### src/rtl/lf_spi_pkg.sv
// Shared command codes, major-mode codes and frame geometry for the LF SPI
// command receiver.
package lf_spi_pkg;

    localparam int CMD_NOP                   = 0;
    localparam int SET_CONFREG               = 1;
    localparam int SET_DIVISOR               = 2;
    localparam int SET_EDGE_DETECT_THRESHOLD = 3;

    typedef enum logic [2:0] {
        MM_MODE0 = 3'd0,
        MM_MODE1 = 3'd1,
        MM_MODE2 = 3'd2,
        MM_MODE3 = 3'd3,
        MM_OFF   = 3'd7
    } major_mode_e;

    function automatic int frame_w(input int cmd_w, input int data_w);
        return cmd_w + data_w;
    endfunction

    // READ is the all-ones command for whatever command width is in use
    function automatic int cmd_read(input int cmd_w);
        return (1 << cmd_w) - 1;
    endfunction

endpackage

### src/rtl/lf_sync_edge.sv
// Multi-flop synchroniser for one asynchronous pin, followed by a prev-flop
// that yields single-cycle rise/fall pulses on the synchronised level.
module lf_sync_edge #(
    parameter int   SYNC_STAGES = 2,
    parameter logic INIT        = 1'b0
) (
    input  logic clk,
    input  logic srst,
    input  logic din,
    output logic level,
    output logic rise,
    output logic fall
);

    logic [SYNC_STAGES-1:0] sync_reg;
    logic                   prev_reg;

    // Chain and prev both reset to the pin's idle level so reset itself
    // never produces an edge.
    always_ff @(posedge clk) begin
        if (srst) begin
            sync_reg <= {SYNC_STAGES{INIT}};
            prev_reg <= INIT;
        end else begin
            sync_reg <= {sync_reg[SYNC_STAGES-2:0], din};
            prev_reg <= sync_reg[SYNC_STAGES-1];
        end
    end

    assign level = sync_reg[SYNC_STAGES-1];
    assign rise  = level & ~prev_reg;
    assign fall  = ~level & prev_reg;

endmodule

### src/rtl/lf_spi_cmd_regs.sv
// Oversampled SPI command receiver: validates frame length, decodes commands
// into configuration registers, and shifts register readback out on miso.
module lf_spi_cmd_regs
    import lf_spi_pkg::*;
#(
    parameter int CMD_W             = 4,
    parameter int DATA_W            = 12,
    parameter int NUM_REGS          = 3,
    parameter int SYNC_STAGES       = 2,
    parameter int ED_THRESH_DEFAULT = 127,
    parameter int ED_MAJOR_MODE     = 1
) (
    input  logic                       pck0,
    input  logic                       rst,
    input  logic                       spck,
    input  logic                       ncs,
    input  logic                       mosi,
    output logic                       miso,
    output logic [NUM_REGS*DATA_W-1:0] regs_flat,
    output logic [2:0]                 major_mode,
    output logic                       cmd_strobe,
    output logic [CMD_W-1:0]           cmd_code,
    output logic                       frame_err,
    output logic [7:0]                 err_count
);

    localparam int               FRAME_W = frame_w(CMD_W, DATA_W);
    localparam int               CNT_W   = $clog2(FRAME_W + 2);
    localparam logic [CMD_W-1:0] CMD_RD  = CMD_W'(cmd_read(CMD_W));
    localparam logic [2:0]       PIN_IDLE = 3'b010;

    logic [2:0] pin_vec, pin_s, pin_rise, pin_fall;
    assign pin_vec = {mosi, ncs, spck};

    for (genvar gi = 0; gi < 3; gi++) begin : g_sync
        lf_sync_edge #(
            .SYNC_STAGES(SYNC_STAGES),
            .INIT       (PIN_IDLE[gi])
        ) u_sync (
            .clk  (pck0),
            .srst (rst),
            .din  (pin_vec[gi]),
            .level(pin_s[gi]),
            .rise (pin_rise[gi]),
            .fall (pin_fall[gi])
        );
    end

    logic unused_edges;
    assign unused_edges = &{1'b0, pin_fall[0], pin_rise[2], pin_fall[2]};

    logic spck_rise, ncs_s, ncs_rise, ncs_fall, mosi_s;
    assign spck_rise = pin_rise[0];
    assign ncs_s     = pin_s[1];
    assign ncs_rise  = pin_rise[1];
    assign ncs_fall  = pin_fall[1];
    assign mosi_s    = pin_s[2];

    logic                armed_reg, pending_reg, miso_reg;
    logic [CNT_W-1:0]    bitcnt_reg;
    logic [FRAME_W-1:0]  shift_reg, tx_reg;
    logic [DATA_W-1:0]   rb_reg;
    logic                cmd_strobe_reg, frame_err_reg;
    logic [CMD_W-1:0]    cmd_code_reg;
    logic [7:0]          err_count_reg;

    logic [CMD_W-1:0]    cmd;
    logic [DATA_W-1:0]   data;
    logic [3:0]          rd_idx;
    logic                capture, frame_end;
    assign cmd       = shift_reg[FRAME_W-1 -: CMD_W];
    assign data      = shift_reg[DATA_W-1:0];
    assign rd_idx    = data[3:0];
    // ncs_s is high on a rising ncs edge, so a coincident spck edge is dropped
    assign capture   = spck_rise & ~ncs_s & armed_reg;
    assign frame_end = ncs_rise & armed_reg;

    logic                accept, reject, autoload, rd_en;
    logic [NUM_REGS-1:0] wr_en;
    logic [DATA_W-1:0]   rd_val;

    always_comb begin
        accept   = 1'b0;
        reject   = 1'b0;
        autoload = 1'b0;
        rd_en    = 1'b0;
        wr_en    = '0;
        rd_val   = '0;
        for (int i = 0; i < NUM_REGS; i++) begin
            if (int'(rd_idx) == i) rd_val = regs_flat[i*DATA_W +: DATA_W];
        end
        if (frame_end) begin
            if (bitcnt_reg != CNT_W'(FRAME_W)) begin
                reject = 1'b1;
            end else if (cmd == CMD_RD) begin
                if (int'(rd_idx) < NUM_REGS) begin
                    accept = 1'b1;
                    rd_en  = 1'b1;
                end else begin
                    reject = 1'b1;
                end
            end else if (int'(cmd) == CMD_NOP) begin
                accept = 1'b1;
            end else if (int'(cmd) <= NUM_REGS) begin
                accept = 1'b1;
                for (int i = 0; i < NUM_REGS; i++) begin
                    if (int'(cmd) == i + 1) wr_en[i] = 1'b1;
                end
                autoload = (NUM_REGS >= 3) && (int'(cmd) == SET_CONFREG) &&
                           (data[7:5] == 3'(ED_MAJOR_MODE));
            end else begin
                reject = 1'b1;
            end
        end
    end

    for (genvar gi = 0; gi < NUM_REGS; gi++) begin : g_reg
        localparam logic [DATA_W-1:0] RST_VAL = (gi == 2) ? DATA_W'(ED_THRESH_DEFAULT) : '0;
        logic [DATA_W-1:0] val_reg;

        always_ff @(posedge pck0) begin
            if (rst) begin
                val_reg <= RST_VAL;
            end else if (wr_en[gi]) begin
                val_reg <= data;
            end else if (autoload && gi == 2) begin
                val_reg <= DATA_W'(ED_THRESH_DEFAULT);
            end
        end

        assign regs_flat[gi*DATA_W +: DATA_W] = val_reg;
    end

    always_ff @(posedge pck0) begin
        if (rst) begin
            armed_reg      <= 1'b0;
            pending_reg    <= 1'b0;
            miso_reg       <= 1'b0;
            bitcnt_reg     <= '0;
            shift_reg      <= '0;
            tx_reg         <= '0;
            rb_reg         <= '0;
            cmd_strobe_reg <= 1'b0;
            frame_err_reg  <= 1'b0;
            cmd_code_reg   <= '0;
            err_count_reg  <= '0;
        end else begin
            cmd_strobe_reg <= accept;
            frame_err_reg  <= reject;
            if (accept) cmd_code_reg <= cmd;
            if (reject && err_count_reg != 8'hFF) err_count_reg <= err_count_reg + 8'd1;

            if (ncs_fall) begin
                armed_reg   <= 1'b1;
                bitcnt_reg  <= '0;
                tx_reg      <= pending_reg ? {{CMD_W{1'b0}}, rb_reg} : '0;
                pending_reg <= 1'b0;
            end else if (capture) begin
                shift_reg <= {shift_reg[FRAME_W-2:0], mosi_s};
                if (bitcnt_reg != CNT_W'(FRAME_W + 1)) bitcnt_reg <= bitcnt_reg + CNT_W'(1);
                tx_reg    <= {tx_reg[FRAME_W-2:0], 1'b0};
                miso_reg  <= tx_reg[FRAME_W-1];
            end

            if (frame_end) armed_reg <= 1'b0;
            // A newer READ simply replaces an unconsumed readback
            if (rd_en) begin
                rb_reg      <= rd_val;
                pending_reg <= 1'b1;
            end
        end
    end

    assign miso       = miso_reg;
    assign major_mode = regs_flat[7:5];
    assign cmd_strobe = cmd_strobe_reg;
    assign cmd_code   = cmd_code_reg;
    assign frame_err  = frame_err_reg;
    assign err_count  = err_count_reg;

endmodule

### config.mk
export PLATFORM = sky130hd
export DESIGN_NAME = lf_spi_cmd_regs
export DESIGN_NICKNAME = d
export VERILOG_FILES = /design/src/rtl/lf_spi_pkg.sv /design/src/rtl/lf_sync_edge.sv /design/src/rtl/lf_spi_cmd_regs.sv
export SDC_FILE = /design/constraint.sdc
export NUM_CORES = 1
export LEC_CHECK = 0
export CELL_PAD_IN_SITES_DETAIL_PLACEMENT = 1
export CELL_PAD_IN_SITES_GLOBAL_PLACEMENT = 2
export CORE_ASPECT_RATIO = 0.75
export CORE_UTILIZATION = 37
export CTS_CLUSTER_DIAMETER = 40
export DETAILED_ROUTE_END_ITERATION = 8
export GPL_TIMING_DRIVEN = 0
export PLACE_DENSITY_LB_ADDON = 0.1
export SKIP_CTS_REPAIR_TIMING = 1
export SLEW_MARGIN = 20
export SYNTH_ARGS = -nofsm -noshare
export SYNTH_HDL_FRONTEND = slang
export SYNTH_HIERARCHICAL = 1
export SYNTH_SLANG_ARGS = --single-unit
### constraint.sdc
create_clock -name pck0 -period 2.5 [get_ports pck0]
set_input_delay 0.25 -clock pck0 [delete_from_list [all_inputs] [get_ports pck0]]
set_output_delay 0.25 -clock pck0 [all_outputs]
set_load 0.01 [all_outputs]
==> results.txt, run 1 <==
DRT Wirelength: 11860 um
Final setup fails: 0
Internal: 2.548 mW
Sink Count: 110
Inst Count DP: 687
Hold Path Depth: 1
Pwr Total: 3.245 mW
Commonest non-fill, non-tap cell in the layout: dfxtp_1
Area Growth Syn to Fin: 24.21%
Min cycle time layout: 2.134 ns
Commonest cells after routing, fill and taps aside: dfxtp_1 (110), nand2_1 (73), nor2_1 (60)
Crit-path cells: clkdlybuf4s50_1 > clkbuf_1 > clkbuf_1 > buf_1 > nor2_1
Fin. Hold Viols: 0
Crit. End Element: register
Via density: 5.188
Combinational fraction of design power: 0.025
Total grt overflow: 0
Startpoint types: input port
Routed wire length on met2: 5182 um
Core Rows: 34
Tot GR Track Use: 0.2017
Net count reported at finish: 545
Largest net degree at the start of global routing: 17
Die W: 128.3 um
Filler cell count: 1341
Slew HR: 0.4158
Register Area: 2202 sq um
Fmax: 468.5 MHz
Max reg flops: 36
Vias in the first global route: 3641
Insertion delay of the later-clocked pin in the worst-skew pair: 0.35 ns
Dpl hpwl: 8674 um
Worst-path clk slew: 0.07 ns
CTS Buf Count: 9
Router iterations before antenna repair: 5
Switching share of total power: 0.2149
Crit. path cell count: 5
Area of the multi-input gates: 2021 sq um
Final worst-path cycle share: 0.8537
Slowest CP cell: clkdlybuf4s50_1
FF-to-FF setup slack: 0.41 ns
CP dominant cell by count: clkbuf_1
Die Span Y: 96.70 um
WL met1: 6028 um
Slew @ Worst Pin: 0.8696 ns
Wirelength per Cell: 16.86 um
RSZ-0062 raised after global routing: no
Register share of total power: 0.546
Req. time, crit path: 2.72 ns
Cell leakage power: 2.145 nW
# IOs: 59
Syn_nets: 476
Max_cap viols: 0
Setup crit start: rst
Syn avg cell area: 9.474 sq um
Crit path max fanout: 10
Met3 routed WL: 531 um
Switching pwr: 0.6973 mW
First-iteration detailed-routing DRC count: 196
Global-route wire length before repair: 19290 um
Core area: 11610 sq um
Diode count: 0
Htree depth: 3
GP Congestion: 0.7598
WP buf/inv: 4
Clk buf depth: 2
Final Skew: 0.006111 ns
Max incr delay on CP: 0.61 ns
Fin cells: 703
FF-to-FF Start: g_sync[0].u_sync/sync_reg[1]
Status: finished clean
Root Buffer: clkbuf_16
VDD IR max: 0.3195 mV
Hold path startpoint: g_sync[1].u_sync/sync_reg[0]
Initial Util: 0.3810
Uppermost routed layer: met4
Critical path type: in -> reg
Synth warn: 6
Hold crit path type: reg -> reg
Final Max Slew Viols: 0
Clock network fraction of design power: 0.429
Synth Instances: 467
Syn Std Cell Area: 4424 sq um
Top cell family by delay on the critical path: buffers and inverters
Initial antenna violation count: 0
Worst Reg2Reg Path Length in Cells: 6
Layout cell share with drive strength beyond 1: 0.1035
Number of remaining DRC errors: 0
Post-route ant nets: 0
Vias: 3647
Pwr Density: 590.5 nW/um^2
Buffers on Ports: 58
CTS tree: built
Data arrival, critical path: 2.35 ns
Die ar.: 12400 sq um
final timing paths:
path	endpoint
max	cmd_strobe
min	g_sync[1].u_sync/sync_reg[1]
max reg2reg	shift_reg[10]
min reg2reg	g_sync[1].u_sync/sync_reg[1]
worst reg2reg max path, cell delays in order (launching register included):
cell and delay [ns]:
dfxtp_1 0.34, nor2b_1 0.16, nand3b_1 0.35, nor2_1 0.62, buf_2 0.34, nand2_1 0.10, a21oi_1 0.13
through the flow:
stage	utilization	hold slack, ns	area, sq um	setup TNS, ns	setup slack, ns
6_report	0.4732	0.4165	5495	0	0.3657
5_1_grt	0.4732	0.4511	5495	0	0.1122
4_1_cts	0.4732	0.4250	5495	0	0.2825
3_5_place_dp	0.4484	0.4076	5207	-1.744	-0.08253
3_3_place_gp	0.4484	0.3884	5207	-1.793	-0.07131
2_1_floorplan	-	0.3216	4424	0	0.8063
power groups by stage:
stage               logic, mW  registers [mW]  clock network (mW)
CTS                    0.0824            1.77                1.43
global route           0.0911            1.77                1.49
global placement       0.0813            1.81                   0
floorplan              0.0518            1.81                   0
finish                 0.0812            1.77                1.39
detailed placement     0.0823            1.81                   0
layout make-up:
cell class,count,share of cell area
Buffer,36,0.03393
Sequential cell,110,0.4007
Clock buffer,13,0.04918
Clock inverter,3,0.003188
Multi-Input combinational cell,317,0.3677
Inverter,4,0.002732
Timing Repair Buffer,58,0.1056
Tap cell,162,0.03689
routing by layer:
layer	vias up	track usage
met4	0	0.05068
li1	1776	-
met2	77	0.3027
met1	1783	0.2935
met3	11	0.04093
met5	-	0
Note: power is estimated with default switching activity, not from simulation.
==> inputs of run 2 (changes only) <==
Settings changed: SLEW_MARGIN 20 to 40.
==> results.txt, run 2 (synthesis gave the netlist of run 1 again) <==
Htree depth: 3 (unchanged)
Core area: 11610 sq um (unchanged)
Req. time, crit path: 2.71 ns (was 2.72 ns)
CTS tree: built (unchanged)
Data arrival, critical path: 2.36 ns (was 2.35 ns)
First-iteration detailed-routing DRC count: 203 (was 196)
Crit path max fanout: 10 (unchanged)
FF-to-FF setup slack: 0.42 ns (was 0.41 ns)
FF-to-FF Start: g_sync[0].u_sync/sync_reg[1] (unchanged)
Critical path type: in -> reg (unchanged)
Largest net degree at the start of global routing: 17 (unchanged)
Max reg flops: 36 (unchanged)
CTS Buf Count: 9 (unchanged)
WHS: 0.4165 ns (unchanged)
Number of remaining DRC errors: 0 (unchanged)
Insertion delay of the later-clocked pin in the worst-skew pair: 0.35 ns (about the same)
Inst Count DP: 687 (unchanged)
DRT Wirelength: 11890 um (was 11860 um)
Reg2Reg Capture Point: shift_reg[10] (unchanged)
Slew HR: 0.5898 (was 0.4158)
Fin cells: 703 (unchanged)
Final core utilization: 0.4736 (was 0.4732)
Worst-path clk slew: 0.07 ns (about the same)
Die W: 128.3 um (unchanged)
Post-route cell area: 5500 sq um (was 5495 sq um)
Tot GR Track Use: 0.2017 (unchanged)
Vias: 3649 (was 3647)
Final worst slack: 0.3555 ns (was 0.3657 ns)
Vias in the first global route: 3641 (unchanged)
Initial antenna violation count: 0 (unchanged)
Sink Count: 110 (unchanged)
Post-route ant nets: 0 (unchanged)
Root Buffer: clkbuf_16 (unchanged)
Min cycle time layout: 2.145 ns (was 2.134 ns)
Setup TNS: 0 ns (unchanged)
Crit. End Element: register (unchanged)
Final Skew: 0.006369 ns (was 0.006111 ns)
Max_cap viols: 0 (unchanged)
Status: finished clean (unchanged)
Fin. Hold Viols: 0 (unchanged)
Final Max Slew Viols: 0 (unchanged)
Via density: 5.191 (was 5.188)
Pwr Density: 589.7 nW/um^2 (was 590.5 nW/um^2)
VDD IR max: 0.3193 mV (was 0.3195 mV)
Global-route wire length before repair: 19290 um (unchanged)
# IOs: 59 (unchanged)
GP Congestion: 0.7598 (unchanged)
Hold crit path type: reg -> reg (unchanged)
Area Growth Syn to Fin: 24.32% (was 24.21%)
Wirelength per Cell: 16.91 um (was 16.86 um)
Clk buf depth: 2 (unchanged)
Die ar.: 12400 sq um (unchanged)
Hold Path End: g_sync[1].u_sync/sync_reg[1] (unchanged)
Router iterations before antenna repair: 7 (was 5)
Cell leakage power: 2.145 nW (about the same)
Worst slack, placed: -0.08253 ns (unchanged)
Total grt overflow: 0 (unchanged)
Startpoint types: input port (unchanged)
Layout cell share with drive strength beyond 1: 0.1054 (was 0.1035)
Pwr Total: 3.244 mW (was 3.245 mW)
Fmax: 466.3 MHz (was 468.5 MHz)
Diode count: 0 (unchanged)
Net count reported at finish: 545 (unchanged)
Placement Cell Area: 5207 sq um (unchanged)
Die Span Y: 96.70 um (unchanged)
Commonest non-fill, non-tap cell in the layout: dfxtp_1 (unchanged)
Hold path startpoint: g_sync[1].u_sync/sync_reg[0] (unchanged)
Slew @ Worst Pin: 0.6130 ns (was 0.8696 ns)
Commonest cells after routing, fill and taps aside: dfxtp_1 (110), nand2_1 (73), nor2_1 (60) (unchanged)
Dpl hpwl: 8674 um (unchanged)
RSZ-0062 raised after global routing: no (unchanged)
Core Rows: 34 (unchanged)
Initial Util: 0.3810 (unchanged)
Final worst-path cycle share: 0.8578 (was 0.8537)
Buffers on Ports: 58 (unchanged)
Hold Path Depth: 1 (unchanged)
Worst Reg2Reg Path Length in Cells: 6 (unchanged)
Final setup fails: 0 (unchanged)
==> run 2: report_power, final <==
group          leakage (nW)  switching, mW  internal [mW]  total [mW]
sequential            0.889        0.00715           1.77        1.77
combinational          1.11         0.0556         0.0257      0.0813
clock                 0.142          0.633          0.756        1.39
total                  2.15          0.696           2.55        3.24
==> run 2: worst max-delay path by stage <==
stage	start	end	slack [ns]	cells after the start
2_1_floorplan	bitcnt_reg[0]	g_reg[2].val_reg[0]	0.81	8
3_3_place_gp	rst	cmd_strobe	-0.07	5
3_5_place_dp	rst	err_count[0]	-0.08	5
4_1_cts	rst	cmd_strobe	0.28	5
5_1_grt	rst	g_reg[1].val_reg[11]	0.11	5
6_report	rst	g_reg[1].val_reg[5]	0.36	5
==> run 2: layout make-up <==
class | count | area (sq um)
Tap cell | 162 | 202.7
Buffer | 36 | 186.4
Clock buffer | 13 | 270.3
Sequential cell | 110 | 2202
Inverter | 4 | 15.01
Clock inverter | 3 | 17.52
Timing Repair Buffer | 58 | 580.6
Multi-Input combinational cell | 317 | 2026
Fill cell | 1341 | 6113
==> run 2: metal layers <==
metal / part of all wire / track usage
met2: 0.44 / 0.3027
met4: 0.0096 / 0.05068
met5: 0 / 0
met1: 0.51 / 0.2935
met3: 0.042 / 0.04093
==> run 2: worst max-delay path: stages <==
cell and delay [ns]:
clkdlybuf4s50_1 0.61, clkbuf_1 0.37, clkbuf_1 0.52, clkbuf_1 0.49
nor2_1 0.11
==> inputs of run 3 (changes only) <==
Settings changed: CORE_UTILIZATION 37 to 38, CTS_BUF_LIST set to sky130_fd_sc_hd__clkbuf_4.
==> results.txt, run 3 (synthesis gave the netlist of run 1 again) <==
Status: finished clean (unchanged)
Final Max Slew Viols: 0 (unchanged)
Tot GR Track Use: 0.2121 (was 0.2017)
Data arrival, critical path: 2.50 ns (was 2.36 ns)
Critical path type: reg -> reg (was in -> reg)
VDD IR max: 0.2554 mV (was 0.3193 mV)
Met3 routed WL: 478 um (was 494 um)
WHS: 0.3153 ns (was 0.4165 ns)
Post-route ant nets: 0 (unchanged)
Dpl hpwl: 9057 um (was 8674 um)
Slew @ Worst Pin: 0.8913 ns (was 0.6130 ns)
CTS Buf Count: 9 (unchanged)
Vias: 3684 (was 3649)
Max incr delay on CP: 0.73 ns (was 0.61 ns)
Initial antenna violation count: 0 (unchanged)
Crit path max fanout: 6 (was 10)
Sink Count: 110 (unchanged)
Area Growth Syn to Fin: 21.15% (was 24.32%)
Commonest cells after routing, fill and taps aside: dfxtp_1 (110), nand2_1 (73), nor2_1 (60) (unchanged)
Slowest CP cell: nor3_1 (was clkdlybuf4s50_1)
Fmax: 480.8 MHz (was 466.3 MHz)
CTS tree: built (unchanged)
Clk buf depth: 2 (unchanged)
Via density: 5.410 (was 5.191)
Final setup fails: 0 (unchanged)
# IOs: 59 (unchanged)
Final Skew: 0.01523 ns (was 0.006369 ns)
Insertion delay of the later-clocked pin in the worst-skew pair: 0.47 ns (was 0.35 ns)
Uppermost routed layer: met4 (unchanged)
Max reg flops: 36 (unchanged)
Startpoint types: register (was input port)
Min cycle time layout: 2.080 ns (was 2.145 ns)
WL met1: 6169 um (was 6057 um)
Buffers on Ports: 58 (unchanged)
WP buf/inv: 1 (was 4)
First-iteration detailed-routing DRC count: 215 (was 203)
Crit. End Element: register (unchanged)
Initial Util: 0.3969 (was 0.3810)
Worst slack, placed: -0.1334 ns (was -0.08253 ns)
GP Congestion: 0.7733 (was 0.7598)
Layout cell share with drive strength beyond 1: 0.1035 (was 0.1054)
Router iterations before antenna repair: 7 (unchanged)
Number of remaining DRC errors: 0 (unchanged)
Routed wire length on met2: 5599 um (was 5224 um)
Wirelength per Cell: 18.10 um (was 16.91 um)
Final worst slack: 0.4201 ns (was 0.3555 ns)
Die ar.: 12080 sq um (was 12400 sq um)
Vias in the first global route: 3610 (was 3641)
Net count reported at finish: 545 (unchanged)
Largest net degree at the start of global routing: 18 (was 17)
Commonest non-fill, non-tap cell in the layout: dfxtp_1 (unchanged)
Max_cap viols: 0 (unchanged)
Pwr Density: 548.9 nW/um^2 (was 589.7 nW/um^2)
Die Span Y: 95.45 um (was 96.70 um)
Core Rows: 33 (was 34)
Core area: 11150 sq um (was 11610 sq um)
DRT Wirelength: 12330 um (was 11890 um)
Req. time, crit path: 2.92 ns (was 2.71 ns)
Htree depth: 3 (unchanged)
Total grt overflow: 0 (unchanged)
RSZ-0062 raised after global routing: no (unchanged)
Setup TNS: 0 ns (unchanged)
Diode count: 0 (unchanged)
Root Buffer: clkbuf_4 (was clkbuf_16)
FF-to-FF setup slack: 0.42 ns (about the same)
Final worst-path cycle share: 0.8320 (was 0.8578)
Worst-path clk slew: 0.16 ns (was 0.07 ns)
Crit-path cells: inv_1 > ha_1 > and4bb_4 > nand3_2 > nor3_1 > a22o_1 (was clkdlybuf4s50_1 > clkbuf_1 > clkbuf_1 > clkbuf_1 > nor2_1)
Fin. Hold Viols: 0 (unchanged)
Slew HR: 0.4012 (was 0.5898)
Global-route wire length before repair: 19400 um (was 19290 um)
Die W: 126.6 um (was 128.3 um)
Top cell family by delay on the critical path: simple AND/OR/NAND/NOR gates (was buffers and inverters)
Hold crit path type: in -> reg (was reg -> reg)
Cell leakage power: 2.101 nW (was 2.145 nW)
run 3: changes by cell type in the layout (fill, tap and decap cells not counted), moves of 3 or more:
cell,delta
bufinv_16,+3
clkbuf_4,+9
clkbuf_16,-9
clkbuf_8,-3
run 3: final cells by class:
cell class | instances | area, sq um
clock buffer | 9 | 67.56
tap | 140 | 175.2
buffer | 36 | 186.4
inverter | 4 | 15.01
clock inverter | 7 | 112.6
sequential | 110 | 2202
multi-input combinational | 317 | 2021
timing repair buffer | 58 | 580.6
fill | 1276 | 5788
run 3: report_power, final:
group	internal [mW]	total [mW]	switching (mW)
clock	0.502	1.08	0.581
sequential	1.77	1.78	0.00707
combinational	0.0258	0.0826	0.0568
total	2.30	2.94	0.645
run 3: through the flow:
stage | cells | utilization | instance area [sq um] | total power, mW
2_1_floorplan | 467 | - | 4424 | 1.864
4_1_cts | 681 | 0.4808 | 5360 | 2.988
6_report | 681 | 0.4808 | 5360 | 2.942
5_1_grt | 681 | 0.4808 | 5360 | 3.054
3_3_place_gp | 665 | 0.4646 | 5180 | 1.894
3_5_place_dp | 665 | 0.4646 | 5180 | 1.898
run 3: final timing paths:
check	to	depth (start not counted)	from
worst min-delay path	g_sync[0].u_sync/sync_reg[0]	2	spck
worst max register to register	g_reg[2].val_reg[7]	6	bitcnt_reg[0]
worst min register to register	g_sync[1].u_sync/sync_reg[1]	1	g_sync[1].u_sync/sync_reg[0]
worst max-delay path	g_reg[2].val_reg[7]	6	bitcnt_reg[0]
run 3: layer usage:
metal,vias up,GRT usage
met3,9,0.04433
met2,81,0.3402
met5,-,0
met4,0,0.05622
li1,1773,-
met1,1821,0.2906
